### config.mk
export PLATFORM = sky130hd
export DESIGN_NAME = mandel_pixel_writer
export DESIGN_NICKNAME = d
export VERILOG_FILES = /design/src/rtl/mandel_pixel_writer.sv
export SDC_FILE = /design/constraint.sdc
export NUM_CORES = 1
export LEC_CHECK = 0
export ABC_AREA = 1
export CAP_MARGIN = 30
export CELL_PAD_IN_SITES_DETAIL_PLACEMENT = 0
export CELL_PAD_IN_SITES_GLOBAL_PLACEMENT = 2
export CORE_MARGIN = 8
export CORE_UTILIZATION = 38
export CTS_CLUSTER_SIZE = 40
export DETAILED_ROUTE_END_ITERATION = 8
export PLACE_DENSITY = 0.84
export SETUP_SLACK_MARGIN = 0.05
export SLEW_MARGIN = 20
export SYNTH_ARGS = -nofsm -noshare
export SYNTH_HDL_FRONTEND = slang
export SYNTH_SLANG_ARGS = --single-unit
### constraint.sdc
create_clock -name clk -period 7 [get_ports clk]
set_input_delay 0.7 -clock clk [delete_from_list [all_inputs] [get_ports clk]]
set_output_delay 0.7 -clock clk [all_outputs]
set_load 0.01 [all_outputs]
### src/rtl/mandel_pixel_writer.sv
// Mandelbrot result packer: colour-maps (x, y, iter) into 32-bit words, buffers them, and
// streams them out as Avalon-MM writes. Define MANDEL_WR_DROP_CNT_EN to count out-of-range drops.
module mandel_pixel_writer #(
  parameter int H_ACTIVE   = 640,
  parameter int V_ACTIVE   = 480,
  parameter int ITER_W     = 8,
  parameter int FIFO_DEPTH = 4
) (
  input  logic              clk,
  input  logic              rst,
  input  logic              in_valid,
  output logic              in_ready,
  input  logic [9:0]        in_x,
  input  logic [9:0]        in_y,
  input  logic [ITER_W-1:0] in_iter,
  input  logic [ITER_W-1:0] max_iter,
  output logic [31:0]       avm_m0_writedata,
  output logic              avm_m0_write,
  input  logic              avm_m0_waitrequest,
  output logic              frame_done,
  output logic [19:0]       pixel_count,
  output logic [15:0]       drop_count
);

  localparam int AW = $clog2(FIFO_DEPTH);
  localparam logic [9:0] X_LAST = 10'(H_ACTIVE - 1);
  localparam logic [9:0] Y_LAST = 10'(V_ACTIVE - 1);

  typedef enum logic {IDLE, WRITE} state_t;

  state_t        state, state_n;
  logic [31:0]   mem [FIFO_DEPTH];
  logic [AW-1:0] wptr, rptr;
  logic [AW:0]   count;
  logic          fifo_full, fifo_empty;
  logic          in_range, take, push, pop, accept, last_word;
  logic [11:0]   rgb;

  assign fifo_full  = (count == (AW+1)'(FIFO_DEPTH));
  assign fifo_empty = (count == '0);
  assign in_ready   = !fifo_full && !rst;

  assign in_range = (in_x <= X_LAST) && (in_y <= Y_LAST);
  assign take     = in_valid && in_ready;
  assign push     = take && in_range;

  always_comb begin
    rgb = '0;
    if (in_iter < max_iter)
      rgb = {in_iter[3:0], in_iter[ITER_W-1 -: 4], ~in_iter[3:0]};
  end

  always_ff @(posedge clk) begin
    if (push)
      mem[wptr] <= {in_y, in_x, rgb};
  end

  always_ff @(posedge clk) begin
    if (rst) begin
      wptr  <= '0;
      rptr  <= '0;
      count <= '0;
    end else begin
      if (push) wptr <= wptr + AW'(1);
      if (pop)  rptr <= rptr + AW'(1);
      case ({push, pop})
        2'b10:   count <= count + (AW+1)'(1);
        2'b01:   count <= count - (AW+1)'(1);
        default: count <= count;
      endcase
    end
  end

  assign avm_m0_write = (state == WRITE);
  assign accept       = avm_m0_write && !avm_m0_waitrequest;

  always_comb begin
    state_n = state;
    pop     = 1'b0;
    case (state)
      IDLE: begin
        if (!fifo_empty) begin
          pop     = 1'b1;
          state_n = WRITE;
        end
      end
      WRITE: begin
        if (accept) begin
          if (!fifo_empty) pop = 1'b1;
          else             state_n = IDLE;
        end
      end
      default: state_n = IDLE;
    endcase
  end

  always_ff @(posedge clk) begin
    if (rst) begin
      state            <= IDLE;
      avm_m0_writedata <= '0;
    end else begin
      state <= state_n;
      if (pop)
        avm_m0_writedata <= mem[rptr];
    end
  end

  // The last pixel of the frame clears the count instead of incrementing it.
  assign last_word  = (avm_m0_writedata[31:22] == Y_LAST) && (avm_m0_writedata[21:12] == X_LAST);
  assign frame_done = accept && last_word;

  always_ff @(posedge clk) begin
    if (rst)             pixel_count <= '0;
    else if (frame_done) pixel_count <= '0;
    else if (accept)     pixel_count <= pixel_count + 20'd1;
  end

`ifdef MANDEL_WR_DROP_CNT_EN
  always_ff @(posedge clk) begin
    if (rst)
      drop_count <= '0;
    else if (take && !in_range && (drop_count != '1))
      drop_count <= drop_count + 16'd1;
  end
`else
  assign drop_count = '0;
`endif

endmodule

# Word level (Yosys, flattened, before mapping)
# Memory sizes are Yosys's and may differ from the RTL's. A register that Yosys moved wholly into a read port is not among the register bits.
# Cells that the tools add are included.
# op_classes
n_addsub,5
n_bitwise,2
reduce_logical,13
n_eq_ne,5
n_mux,9
magnitude_cmp,3
# ops
operator,n
$add A20 B1 Y20 const B,1
$mux W12,1
$eq A10 B10 Y1 const B,1
$eq A10 B9 Y1 const B,1
$le A10 B10 Y1 const B,1
$le A10 B9 Y1 const B,1
$lt A8 B8 Y1,1
$logic_and A1 B1 Y1,7
$pmux W3 S2,1
$mux W1,5
$add A2 B1 Y2 const B,2
$not A4 Y4,1
$pmux W1 S2,2
$add A3 B1 Y3 const B,1
$eq A3 B3 Y1 const B,1
$logic_not A1 Y1,3
$logic_not A3 Y1,1
$sub A3 B1 Y3 const B,1
$eq A2 B1 Y1 const B,1
$eq A2 B2 Y1 const B,1
$reduce_bool A2 Y1,1
$reduce_or A2 Y1,1
$not A1 Y1,1
# word_totals
wordCells,43
out_inout_bits,71
mem_bits_rw,128
n_memories,1
register_bits,28
in_bits,40
# mem_list
memory,depth,word_bits,rd,rd_ports_with_merged_regs,wr,line_no,text
mem,4,32,1,1,1,32,logic [31:0] mem [FIFO_DEPTH];

# Logic depth before layout (Yosys ltp)
# Gate-level depths: netlist of run 1.
# depth
word_depth,7
depth_mapped,13

# Least setup slack after synthesis of run 1
# Ideal clock, no wire load.
# synth_path
kind,in2reg
startpoint,in rst
endpoint,mem mem[0][0] (enable)
setup_time_ns,0.421
cell_stages,5
setup_slack_ns,3.963
path_buffers,0
arrival_time_ns,2.616
cell_sequence,a31oi_2 -> inv_1 -> nor2_4 -> inv_1 -> nor2_1
# synth_between
elab_chain_len,6
# synth_lines
item,line_no,text
from (decl),10,"input logic rst,"
$logic_not A1 Y1,41,assign in_ready = !fifo_full && !rst;
$logic_and A1 B1 Y1,41,
$logic_and A1 B1 Y1,44,assign take = in_valid && in_ready;
$logic_and A1 B1 Y1,45,assign push = take && in_range;
$mux W1,54,if (push)
$mux W1 (implied by the code),55,"mem[wptr] <= {in_y, in_x, rgb};"
to (decl),32,
# Every way passes these cells.

# Final worst setup path of run 1
# layout_path
startpoint,in avm_m0_waitrequest
endpoint,out frame_done
# layout_between
elab_chain_len,3
# layout_lines
item,line_no,text
from (decl),19,"input logic avm_m0_waitrequest,"
$logic_not A1 Y1,75,assign accept = avm_m0_write && !avm_m0_waitrequest;
$logic_and A1 B1 Y1,75,
$logic_and A1 B1 Y1,110,assign frame_done = accept && last_word;
to (decl),20,"output logic frame_done,"
# Every way passes these cells.

==> results.md, run 1 <==
* Register bit total from synthesis at 188
* Count leader, synth: nor2_1
* Tmin final at 2.921 ns
* Global-route wire length before repair at 27.97 mm
* Maximum operating frequency at 342.3 MHz
* Crit. End Element: output pin
* Total power at 3.198 mW
* Setup TNS Final at 0 ns
* Delay of the slowest critical-path stage at 0.53 ns
* Die area at 0.02532 mm^2
* Vias in the first global route at 5448
* Ordered list of cells on the worst path: clkdlybuf4s50_1 > inv_1 > nand2_4 > inv_2 > nand2_1 > inv_1 > nand3_2 > inv_1 > clkdlybuf4s50_1
* Crit path buffers/inverters at 6
* IO buf count at 94
* HPWL after DPL at 11.14 mm
* Chip width at 159.1 um
* Number of antenna-violating nets in the routed design at 0
* Worst Path Arrival at 2.22 ns
* Reg2Reg Depth at 4
* Max IR drop VDD at 0.1554 mV
* Drt via density at 4.785
* Post-synth ARST share at 0
* Root Buffer: clkbuf_16
* Clk Latency, worst-skew pair at 0.43 ns
* Clock tree buffer depth at 2
* Congestion Overflow GR at 0
* P_leak at 3.384 nW
* First-pass iteration count of the detailed router at 6
* Crit-path most repeated cell: inv_1
* Yosys top cell area share at 0.4937
* Largest net degree at the start of global routing at 69
* # resized after CTS at 0
* Num rows at 52
* Area delta synth->final at 22.66%
* Reg2Reg Capture Point: avm_m0_writedata[14]
* CTS clock-pin slew for the worst setup and hold paths at 0.07 ns
* Setup crit start kind: primary input
* Status: finished, final reports clean
* Synth warnings at 0
* Cells after Synth at 733
* Max-cap violations at 0
* DR vias at 5273
* Post-CTS Setup Bufs at 0
* CTS tree: yes
* Data required time of the worst path at 6.30 ns
* Nets at 873
* Hold_buf cts at 0
* Clock skew at 0.008521 ns
* Final cycle utilization of the critical path at 0.4173
* H-tree lvl count at 4
* Antenna cells at 0
* Max_slew headroom at 0.4388
* 1st-iter DRT viols at 309
* Final hold violation count at 0
* Worst Tran Pin Value at 0.8408 ns
* WL final at 17.07 mm
* Unrepaired setup endpoints after global routing: no
* GPL Wtd Cong at 0.7311
* EDFF count, synth at 128
* Top FF cell, synth: edfxtp_1
* Hold Path Sink: pixel_count[19]
* Critical path's slowest cell: clkdlybuf4s50_1
* CP Class: primary input to output pin
* HP Start: pixel_count[19]
* Initial antenna violation count at 0
* Reg2reg start: rptr[0]
* Hold crit path type: register to register
* Share of cells above drive strength 1 at 0.07452
* Core area at 0.02017 mm^2
* Max-slew violations at 0
* CTS sink cnt at 188
* Kind of cell adding the most delay to the critical path: buffers and inverters
* PwrDens at 334.9 mW/mm^2
* Mapped Area at 0.007785 mm^2
* I/O Pins at 111
* DRC at 0
* Largest area contributor in the netlist: edfxtp_1
* Worst Hold Depth at 2
* Mean Syn Cell Area at 10.62 um^2
* Synth area leaders: edfxtp_1 (49%), dfxtp_1 (15%), nor2_1 (8.7%)
* Synth unique cells at 37
* Crit-path max FO at 6
* Sequential share of the synthesized area at 0.6480
* GRT Util Overall at 0.1379
* Die height at 159.1 um
* DR WL/cell at 15.49 um
* Setup-failing EPs final at 0
* CP Launch Point: avm_m0_waitrequest
* Worst reg-to-reg setup slack at 4.47 ns
* Number of CTS-inserted buffers at 17
* Commonest cells post-synth: nor2_1 (181), edfxtp_1 (128), o21ai_0 (87)
* Initial Utilization at 0.3860
-- cell usage in the layout (no fill, tap or decap), types with 2 or more instances in the layout --
master / n
clkbuf_1: 2
conb_1: 16
xnor2_1: 2
nor2_2: 3
nand2_1: 45
clkinv_4: 3
o21ai_0: 87
a21oi_1: 15
clkdlybuf4s50_1: 94
inv_2: 5
a31oi_1: 32
nand3_1: 11
xor2_1: 8
ha_1: 13
clkbuf_16: 17
o21ai_1: 17
edfxtp_1: 128
nor2_4: 7
nor2_1: 177
bufinv_16: 2
nand3_2: 2
dfxtp_1: 59
buf_16: 3
inv_1: 49
inv_6: 2
or2_0: 2
clkinv_2: 2
nand4_1: 7
clkinvlp_4: 2
buf_4: 4
-- sequential cells by signal, indices dropped and copies added, names as in the netlist --
signal            cells
mem                 128
avm_m0_writedata     32
pixel_count          20
count                 3
rptr                  2
wptr                  2
avm_m0_write          1
-- power breakdown --
part | switching [mW] | internal [mW]
Sequential | 0.0796 | 1.30
Clock | 0.411 | 0.540
Combinational | 0.521 | 0.345
Total | 1.01 | 2.19
-- metrics by stage --
stage	instance area, um^2	hold slack [ns]	utilization	std cells	setup slack, ns
after floorplan	7841	0.4585	-	748	3.963
after global placement	8861	0.4716	0.4393	1066	3.788
after detailed placement	8964	0.4765	0.4444	1070	3.786
after CTS	9549	0.4970	0.4734	1102	4.045
after global routing	9549	0.5204	0.4734	1102	3.920
final	9549	0.4951	0.4734	1102	4.079
-- routing by layer --
layer,GRT usage,vias up,wire (um),share of wire
li1,-,2640,-,-
met2,0.2302,136,8196,0.48
met1,0.1667,2480,7627,0.45
met3,0.04007,17,973,0.057
met5,0,-,0,0
met4,0.05017,0,268,0.016
-- how the worst max path moves through the flow --
stage	cells after the start	end	slack (ns)
final	9	frame_done	4.08
after detailed placement	13	count[2]	3.79
after floorplan	5	mem[0][0]	3.96
after CTS	9	frame_done	4.04
after global routing	9	frame_done	3.92
after global placement	6	mem[1][6]	3.79
-- area by class of cell --
| class | count | area [um^2] |
|---|---|---|
| fill | 1844 | 10620 |
| sequential | 188 | 5046 |
| timing repair buffer | 102 | 1074 |
| clock buffer | 20 | 446.7 |
| clock inverter | 12 | 138.9 |
| inverter | 55 | 207.7 |
| tap | 270 | 337.8 |
| multi-input combinational | 455 | 2298 |
-- logic make-up (layout without fill, tap and decap cells) --
group | Yosys count | after routing | synth area share
AO/OA/AOI/OAI | 155 | 155 | 0.1086
other | 1 | 16 | 0.0004817
adder cells (fa/ha/maj) | 14 | 14 | 0.02347
AND/OR/NAND/NOR | 260 | 260 | 0.1403
buffers and inverters | 105 | 189 | 0.06782
XOR/XNOR | 10 | 10 | 0.01125
flip-flops | 188 | 188 | 0.6480
-- tightest hold or removal path: cells and delay by family, from the launching register on --
family	cells	cell delay [ns]
DFF	1	0.32
AOI/OAI and AO/OA	2	0.13
Power figures use the tool's default switching activity.
==> run 2: changes to the inputs <==
--- a/config.mk
+++ b/config.mk
@@ -10,10 +10,10 @@
 export CELL_PAD_IN_SITES_DETAIL_PLACEMENT = 0
 export CELL_PAD_IN_SITES_GLOBAL_PLACEMENT = 2
 export CORE_MARGIN = 8
-export CORE_UTILIZATION = 38
+export CORE_UTILIZATION = 35
 export CTS_CLUSTER_SIZE = 40
 export DETAILED_ROUTE_END_ITERATION = 8
-export PLACE_DENSITY = 0.84
+export PLACE_DENSITY = 0.78
 export SETUP_SLACK_MARGIN = 0.05
 export SLEW_MARGIN = 20
 export SYNTH_ARGS = -nofsm -noshare
==> constraint.sdc (replaced) <==
create_clock -name clk -period 2.7 [get_ports clk]
set_input_delay 0.27 -clock clk [delete_from_list [all_inputs] [get_ports clk]]
set_output_delay 0.27 -clock clk [all_outputs]
set_load 0.01 [all_outputs]
==> run 2 against run 1 <==
Non-clock buffer count rose by 5. Clock power rose to 2.6 times the previous value. Utilization is 3.4 points lower. Combinational power rose to 2.6 times the previous value. Hold slack got worse by 0.048 ns. Clock-buffer cell count down 2. Via count grew 1.1%. Sequential share of layout area decreased by 0.20 points. Critical path depth fell by 4. Design area increased by 0.38%. Setup slack got worse by 3.7 ns. Critical endpoint unchanged.
==> results.md, run 2 (synthesis gave the netlist of run 1 again) <==
* Status: finished, final reports clean
* Crit-path max FO at 3
* Setup crit start kind: register
* Core area at 0.02182 mm^2
* Clk Latency, worst-skew pair at 0.43 ns
* CTS clock-pin slew for the worst setup and hold paths at 0.07 ns
* WL final at 17.99 mm
* Number of CTS-inserted buffers at 17
* Final cycle utilization of the critical path at 0.8538
* Number of antenna-violating nets in the routed design at 0
* Storage cell area at 0.005046 mm^2
* Share of cells above drive strength 1 at 0.08363
* Crit path buffers/inverters at 2
* Post-CTS Setup Bufs at 0
* Commonest non-fill, non-tap cell in the layout: nor2_1
* Final hold violation count at 0
* Delay of the slowest critical-path stage at 0.54 ns
* Largest registers: mem (128), avm_m0_writedata (32), pixel_count (20)
* Worst Tran Pin Value at 0.8085 ns
* Congestion Overflow GR at 0
* Biggest register: mem
* DR vias at 5329
* First-pass iteration count of the detailed router at 4
* Max reg flops at 128
* Max IR drop VDD at 0.5320 mV
* Hold crit path type: primary input to register
* Critical path's slowest cell: clkdlybuf4s50_1
* # resized after CTS at 0
* Data required time of the worst path at 2.43 ns
* I/O Pins at 111
* Clock skew at 0.01290 ns
* Tmin final at 2.305 ns
* CP Class: register to output pin
* GRT busiest layer: met2
* Max-slew violations at 0
* Initial antenna violation count at 0
* Dpl cell area at 0.008991 mm^2
* # fillers at 2023
* Area of the multi-input gates at 0.002298 mm^2
* Layout Cell Area excl Fill at 0.009585 mm^2
* Num rows at 54
* Hold WS at 0.4469 ns
* Crit. End Element: output pin
* Max-cap violations at 0
* PwrDens at 869.5 mW/mm^2
* Grt met1 use at 0.1553
* Place WS at 0.2301 ns
* Kind of cell adding the most delay to the critical path: simple AND/OR/NAND/NOR gates
* Ordered list of cells on the worst path: nand4_1 > nor2_1 > nand3_2 > inv_1 > clkdlybuf4s50_1
* Largest net degree at the start of global routing at 68
* Area delta synth->final at 23.13%
* Initial Utilization at 0.3567
* Non-Filler Instances at 1117
* CTS tree: yes
* HPWL after DPL at 11.41 mm
* Maximum operating frequency at 433.8 MHz
* P_leak at 3.402 nW
* DR WL/cell at 16.11 um
* GPL Wtd Cong at 0.7182
* CTS sink cnt at 188
* Root Buffer: clkbuf_16
* Nets at 878
* Setup-failing EPs final at 0
* Final worst setup slack at 0.3948 ns
* Clock tree buffer depth at 2
* GRT Util Overall at 0.1352
* Drt via density at 4.771
* Antenna cells at 0
* IO buf count at 94
* Unrepaired setup endpoints after global routing: no
* 1st-iter DRT viols at 335
* Die area at 0.02727 mm^2
* Global-route wire length before repair at 28.57 mm
* Max_slew headroom at 0.4610
* Worst Path Arrival at 2.04 ns
* Chip width at 165.1 um
* DRC at 0
* Placed cells at 1085
* Met2 usage in global routing at 0.2432
* M3 GR Usage at 0.02752
* Die height at 165.1 um
* Vias in the first global route at 5461
* Commonest non-fill, non-tap cells in the layout: nor2_1 (177), edfxtp_1 (128), clkdlybuf4s50_1 (94)
* Hold_buf cts at 0
* H-tree lvl count at 4
run 2: cell count changes in the layout (fill, tap and decap cells not counted):
cell        before  now
clkinv_1         1    0
clkinvlp_4       2    3
clkinv_2         2    1
clkinv_8         0    1
buf_4            4    9
inv_6            2    3
buf_16           3    0
inv_8            1    3
clkbuf_1         2    0
buf_12           1    4
bufinv_16        2    1
run 2: per-layer routing:
layer  wire (um)  part of all wire
met5           0                 0
met4         238             0.013
met3         953             0.053
met2        9303              0.52
met1        7496              0.42
run 2: final timing paths:
check / startpoint / to / slack, ns / cells past startpoint
min: rst / count[1] / 0.45 / 2
min reg2reg: pixel_count[19] / pixel_count[19] / 0.50 / 2
max reg2reg: count[1] / count[1] / 0.71 / 11
max: avm_m0_writedata[28] / frame_done / 0.39 / 5
run 2: power by group:
| group | switching, mW | total (mW) | internal [mW] |
|---|---|---|---|
| Clock | 1.14 | 2.48 | 1.34 |
| Combinational | 1.38 | 2.27 | 0.895 |
| Sequential | 0.212 | 3.59 | 3.37 |
run 2: layout make-up:
| cell class | instances | share of cell area |
|---|---|---|
| inverters | 55 | 0.02167 |
| clock inverters | 14 | 0.01619 |
| well taps | 280 | 0.03655 |
| clock buffers | 18 | 0.04582 |
| flip-flops and latches | 188 | 0.5264 |
| multi-input cells | 455 | 0.2398 |
| repair buffers | 107 | 0.1136 |
run 2: metrics by stage:
| step | utilization | power (mW) | setup TNS, ns |
|---|---|---|---|
| after CTS | 0.4392 | 8.442 | 0 |
| final | 0.4392 | 8.335 | 0 |
| after floorplan | - | 5.152 | -9.803 |
| after global placement | 0.4120 | 5.916 | 0 |
| after detailed placement | 0.4120 | 5.966 | 0 |
| after global routing | 0.4392 | 8.820 | 0 |
==> run 3: changes to the inputs <==
--- a/config.mk
+++ b/config.mk
@@ -5,15 +5,14 @@
 export SDC_FILE = /design/constraint.sdc
 export NUM_CORES = 1
 export LEC_CHECK = 0
-export ABC_AREA = 1
 export CAP_MARGIN = 30
 export CELL_PAD_IN_SITES_DETAIL_PLACEMENT = 0
 export CELL_PAD_IN_SITES_GLOBAL_PLACEMENT = 2
 export CORE_MARGIN = 8
-export CORE_UTILIZATION = 35
+export CORE_UTILIZATION = 38
 export CTS_CLUSTER_SIZE = 40
 export DETAILED_ROUTE_END_ITERATION = 8
-export PLACE_DENSITY = 0.78
+export PLACE_DENSITY = 0.79
 export SETUP_SLACK_MARGIN = 0.05
 export SLEW_MARGIN = 20
 export SYNTH_ARGS = -nofsm -noshare
==> run 3 against run 2 <==
Clock power is essentially flat. Sequential share of layout area up 0.22 points. Critical path depth is 1 lower. Die area down 8.6%. Design area decreased by 0.42%. Utilization increased by 3.9 points. First-iteration DRC count fell by 40%. Clock-buffer cell count decreased by 1. Synthesized cell count fell by 26%. Power down 4.1%. Wire length is 10% lower. Critical path type unchanged. Largest cell class unchanged.
==> results.md, run 3 <==
* Status: finished, final reports clean
* Crit. End Element: output pin
* Share of cells above drive strength 1 at 0.1385
* P_leak at 3.224 nW
* # fillers at 1786
* Synth warnings at 0
* Unrepaired setup endpoints after global routing: no
* Die height at 157.9 um
* DR vias at 4594
* Clk Latency, worst-skew pair at 0.43 ns
* HPWL after DPL at 10.87 mm
* Yosys top cell area share at 0.5022
* Biggest register: mem
* Global-route wire length before repair at 25.39 mm
* Setup crit start kind: register
* Largest net degree at the start of global routing at 45
* First-pass iteration count of the detailed router at 4
* DR WL/cell at 17.47 um
* Initial Utilization at 0.3832
* I/O Pins at 111
* Hold_buf cts at 0
* Mean Syn Cell Area at 14.10 um^2
* Core area at 0.01997 mm^2
* Final cycle utilization of the critical path at 0.9313
* Count leader, synth: edfxtp_1
* Grt met1 use at 0.1544
* EDFF count, synth at 128
* Max_slew headroom at 0.5791
* Area delta synth->final at 24.72%
* Clock tree buffer depth at 2
* Number of antenna-violating nets in the routed design at 0
* Max-cap violations at 0
* CTS clock-pin slew for the worst setup and hold paths at 0.08 ns
* CTS tree: yes
* GRT Util Overall at 0.1337
* Met2 usage in global routing at 0.2374
* Delay of the slowest critical-path stage at 0.58 ns
* Worst Tran Pin Value at 0.6313 ns
* Cells after Synth at 543
* Max IR drop VDD at 0.5855 mV
* GPL Wtd Cong at 0.7774
* DRC at 0
* Nets at 698
* Synth unique cells at 46
* Place WS at 0.08749 ns
* Clock network power share at 0.309
* Total power at 7.991 mW
* Storage cell area at 0.005046 mm^2
* Die area at 0.02494 mm^2
* Post-CTS Setup Bufs at 0
* Num rows at 52
* Hold crit path type: primary input to register
* Ordered list of cells on the worst path: nand4bb_1 > or4_4 > nor2_4 > clkdlybuf4s50_1
* Drt via density at 4.956
* Post-synth ARST share at 0
* Largest registers: mem (128), avm_m0_writedata (32), pixel_count (20)
* Top FF cell, synth: edfxtp_1
* Max-slew violations at 0
* Final worst setup slack at 0.1856 ns
* Final hold violation count at 0
* CTS sink cnt at 188
* Commonest non-fill, non-tap cell in the layout: edfxtp_1
* Chip width at 157.9 um
* Hold WS at 0.2489 ns
* Cell Int Power at 5.533 mW
* Largest area contributor in the netlist: edfxtp_1
* Area of the multi-input gates at 0.002384 mm^2
* PwrDens at 837.1 mW/mm^2
* Kind of cell adding the most delay to the critical path: simple AND/OR/NAND/NOR gates
* Clock skew at 0.01591 ns
* Setup TNS Final at 0 ns
* CP Class: register to output pin
* Sequential share of the synthesized area at 0.6591
* Vias in the first global route at 4627
* Sequential power share at 0.442
* M3 GR Usage at 0.03686
* GRT busiest layer: met2
* Worst Path Arrival at 2.24 ns
* Mapped Area at 0.007654 mm^2
* Data required time of the worst path at 2.43 ns
* Initial antenna violation count at 2
* Root Buffer: clkbuf_16
* Synth area leaders: edfxtp_1 (50%), dfxtp_1 (16%), mux4_2 (9.4%)
* Max reg flops at 128
* Critical path's slowest cell: or4_4
* WL final at 16.19 mm
* Number of CTS-inserted buffers at 17
* Maximum operating frequency at 397.7 MHz
* Comb power frac at 0.250
* Setup-failing EPs final at 0
* Worst reg-to-reg setup slack at 0.25 ns
* Switching power at 2.458 mW
* 1st-iter DRT viols at 200
* Commonest non-fill, non-tap cells in the layout: edfxtp_1 (128), clkdlybuf4s50_1 (93), nand2_1 (80)
* Commonest cells post-synth: edfxtp_1 (128), nand2_1 (80), dfxtp_1 (60)
* Tmin final at 2.514 ns
* Register bit total from synthesis at 188
* Crit-path max FO at 3
* Congestion Overflow GR at 0
* IO buf count at 94
* Crit path buffers/inverters at 1
* Antenna cells at 0
* H-tree lvl count at 4
* Sw frac at 0.3076
[run 3: area by class of cell]
type / count / area share
inverters: 18 / 0.007078
clock buffers: 17 / 0.04457
well taps: 270 / 0.03539
flip-flops and latches: 188 / 0.5286
multi-input cells: 312 / 0.2497
clock inverters: 15 / 0.01979
repair buffers: 107 / 0.1148
[run 3: what timing repair did]
| action | 4_1_cts | 5_1_grt |
|---|---|---|
| pin swaps | 0 | 1 |
| endpoints found under the setup margin | 1 | 1 |
| gates resized for setup | 1 | 0 |
[run 3: final timing paths]
path / startpoint / endpoint / cells after the start
setup / recovery: avm_m0_writedata[20] / frame_done / 4
hold / removal: rst / pixel_count[15] / 4
setup reg to reg: count[2] / count[2] / 10
hold reg to reg: avm_m0_writedata[3] / avm_m0_writedata[3] / 2
[run 3: kinds of logic (layout without fill, tap and decap cells)]
family | Yosys count | after routing | share of synthesized area
flip-flops | 188 | 188 | 0.6591
buffers and inverters | 58 | 157 | 0.03743
AO/OA/AOI/OAI | 64 | 64 | 0.04774
adder cells (fa/ha/maj) | 14 | 14 | 0.02387
multiplexers | 37 | 37 | 0.1007
AND/OR/NAND/NOR | 163 | 163 | 0.1100
XOR/XNOR | 18 | 18 | 0.02060
other | 1 | 16 | 0.0004900
[run 3: power by group through the flow]
stage	Combinational (mW)	Sequential, mW	Clock [mW]
after floorplan	1.22	3.58	0
after global placement	2.01	3.59	0
after detailed placement	2.05	3.60	0
after CTS	2.05	3.54	2.53
after global routing	2.20	3.58	2.64
final	2.00	3.53	2.47
[run 3: per-stage QoR]
step | util | std cells | cell area (um^2)
floorplan | - | 558 | 7710
global placement | 0.4469 | 895 | 8926
detailed placement | 0.4469 | 895 | 8926
CTS | 0.4779 | 927 | 9545
global route | 0.4779 | 927 | 9545
finish | 0.4779 | 927 | 9545
[run 3: worst reg2reg max path, stage by stage (launching register included)]
cell	delay [ns]
dfxtp_1	0.39
or3b_2	0.51
nand4_1	0.13
nor2_1	0.07
inv_1	0.06
ha_1	0.17
inv_1	0.06
fa_1	0.37
xor2_1	0.18
or3_1	0.30
a21oi_1	0.15
[run 3: routing by layer]
layer  vias up  part of all wire
li1       2184                 -
met1      2290              0.42
met2       101              0.52
met3        15             0.054
met4         4            0.0096
met5         -            0.0012
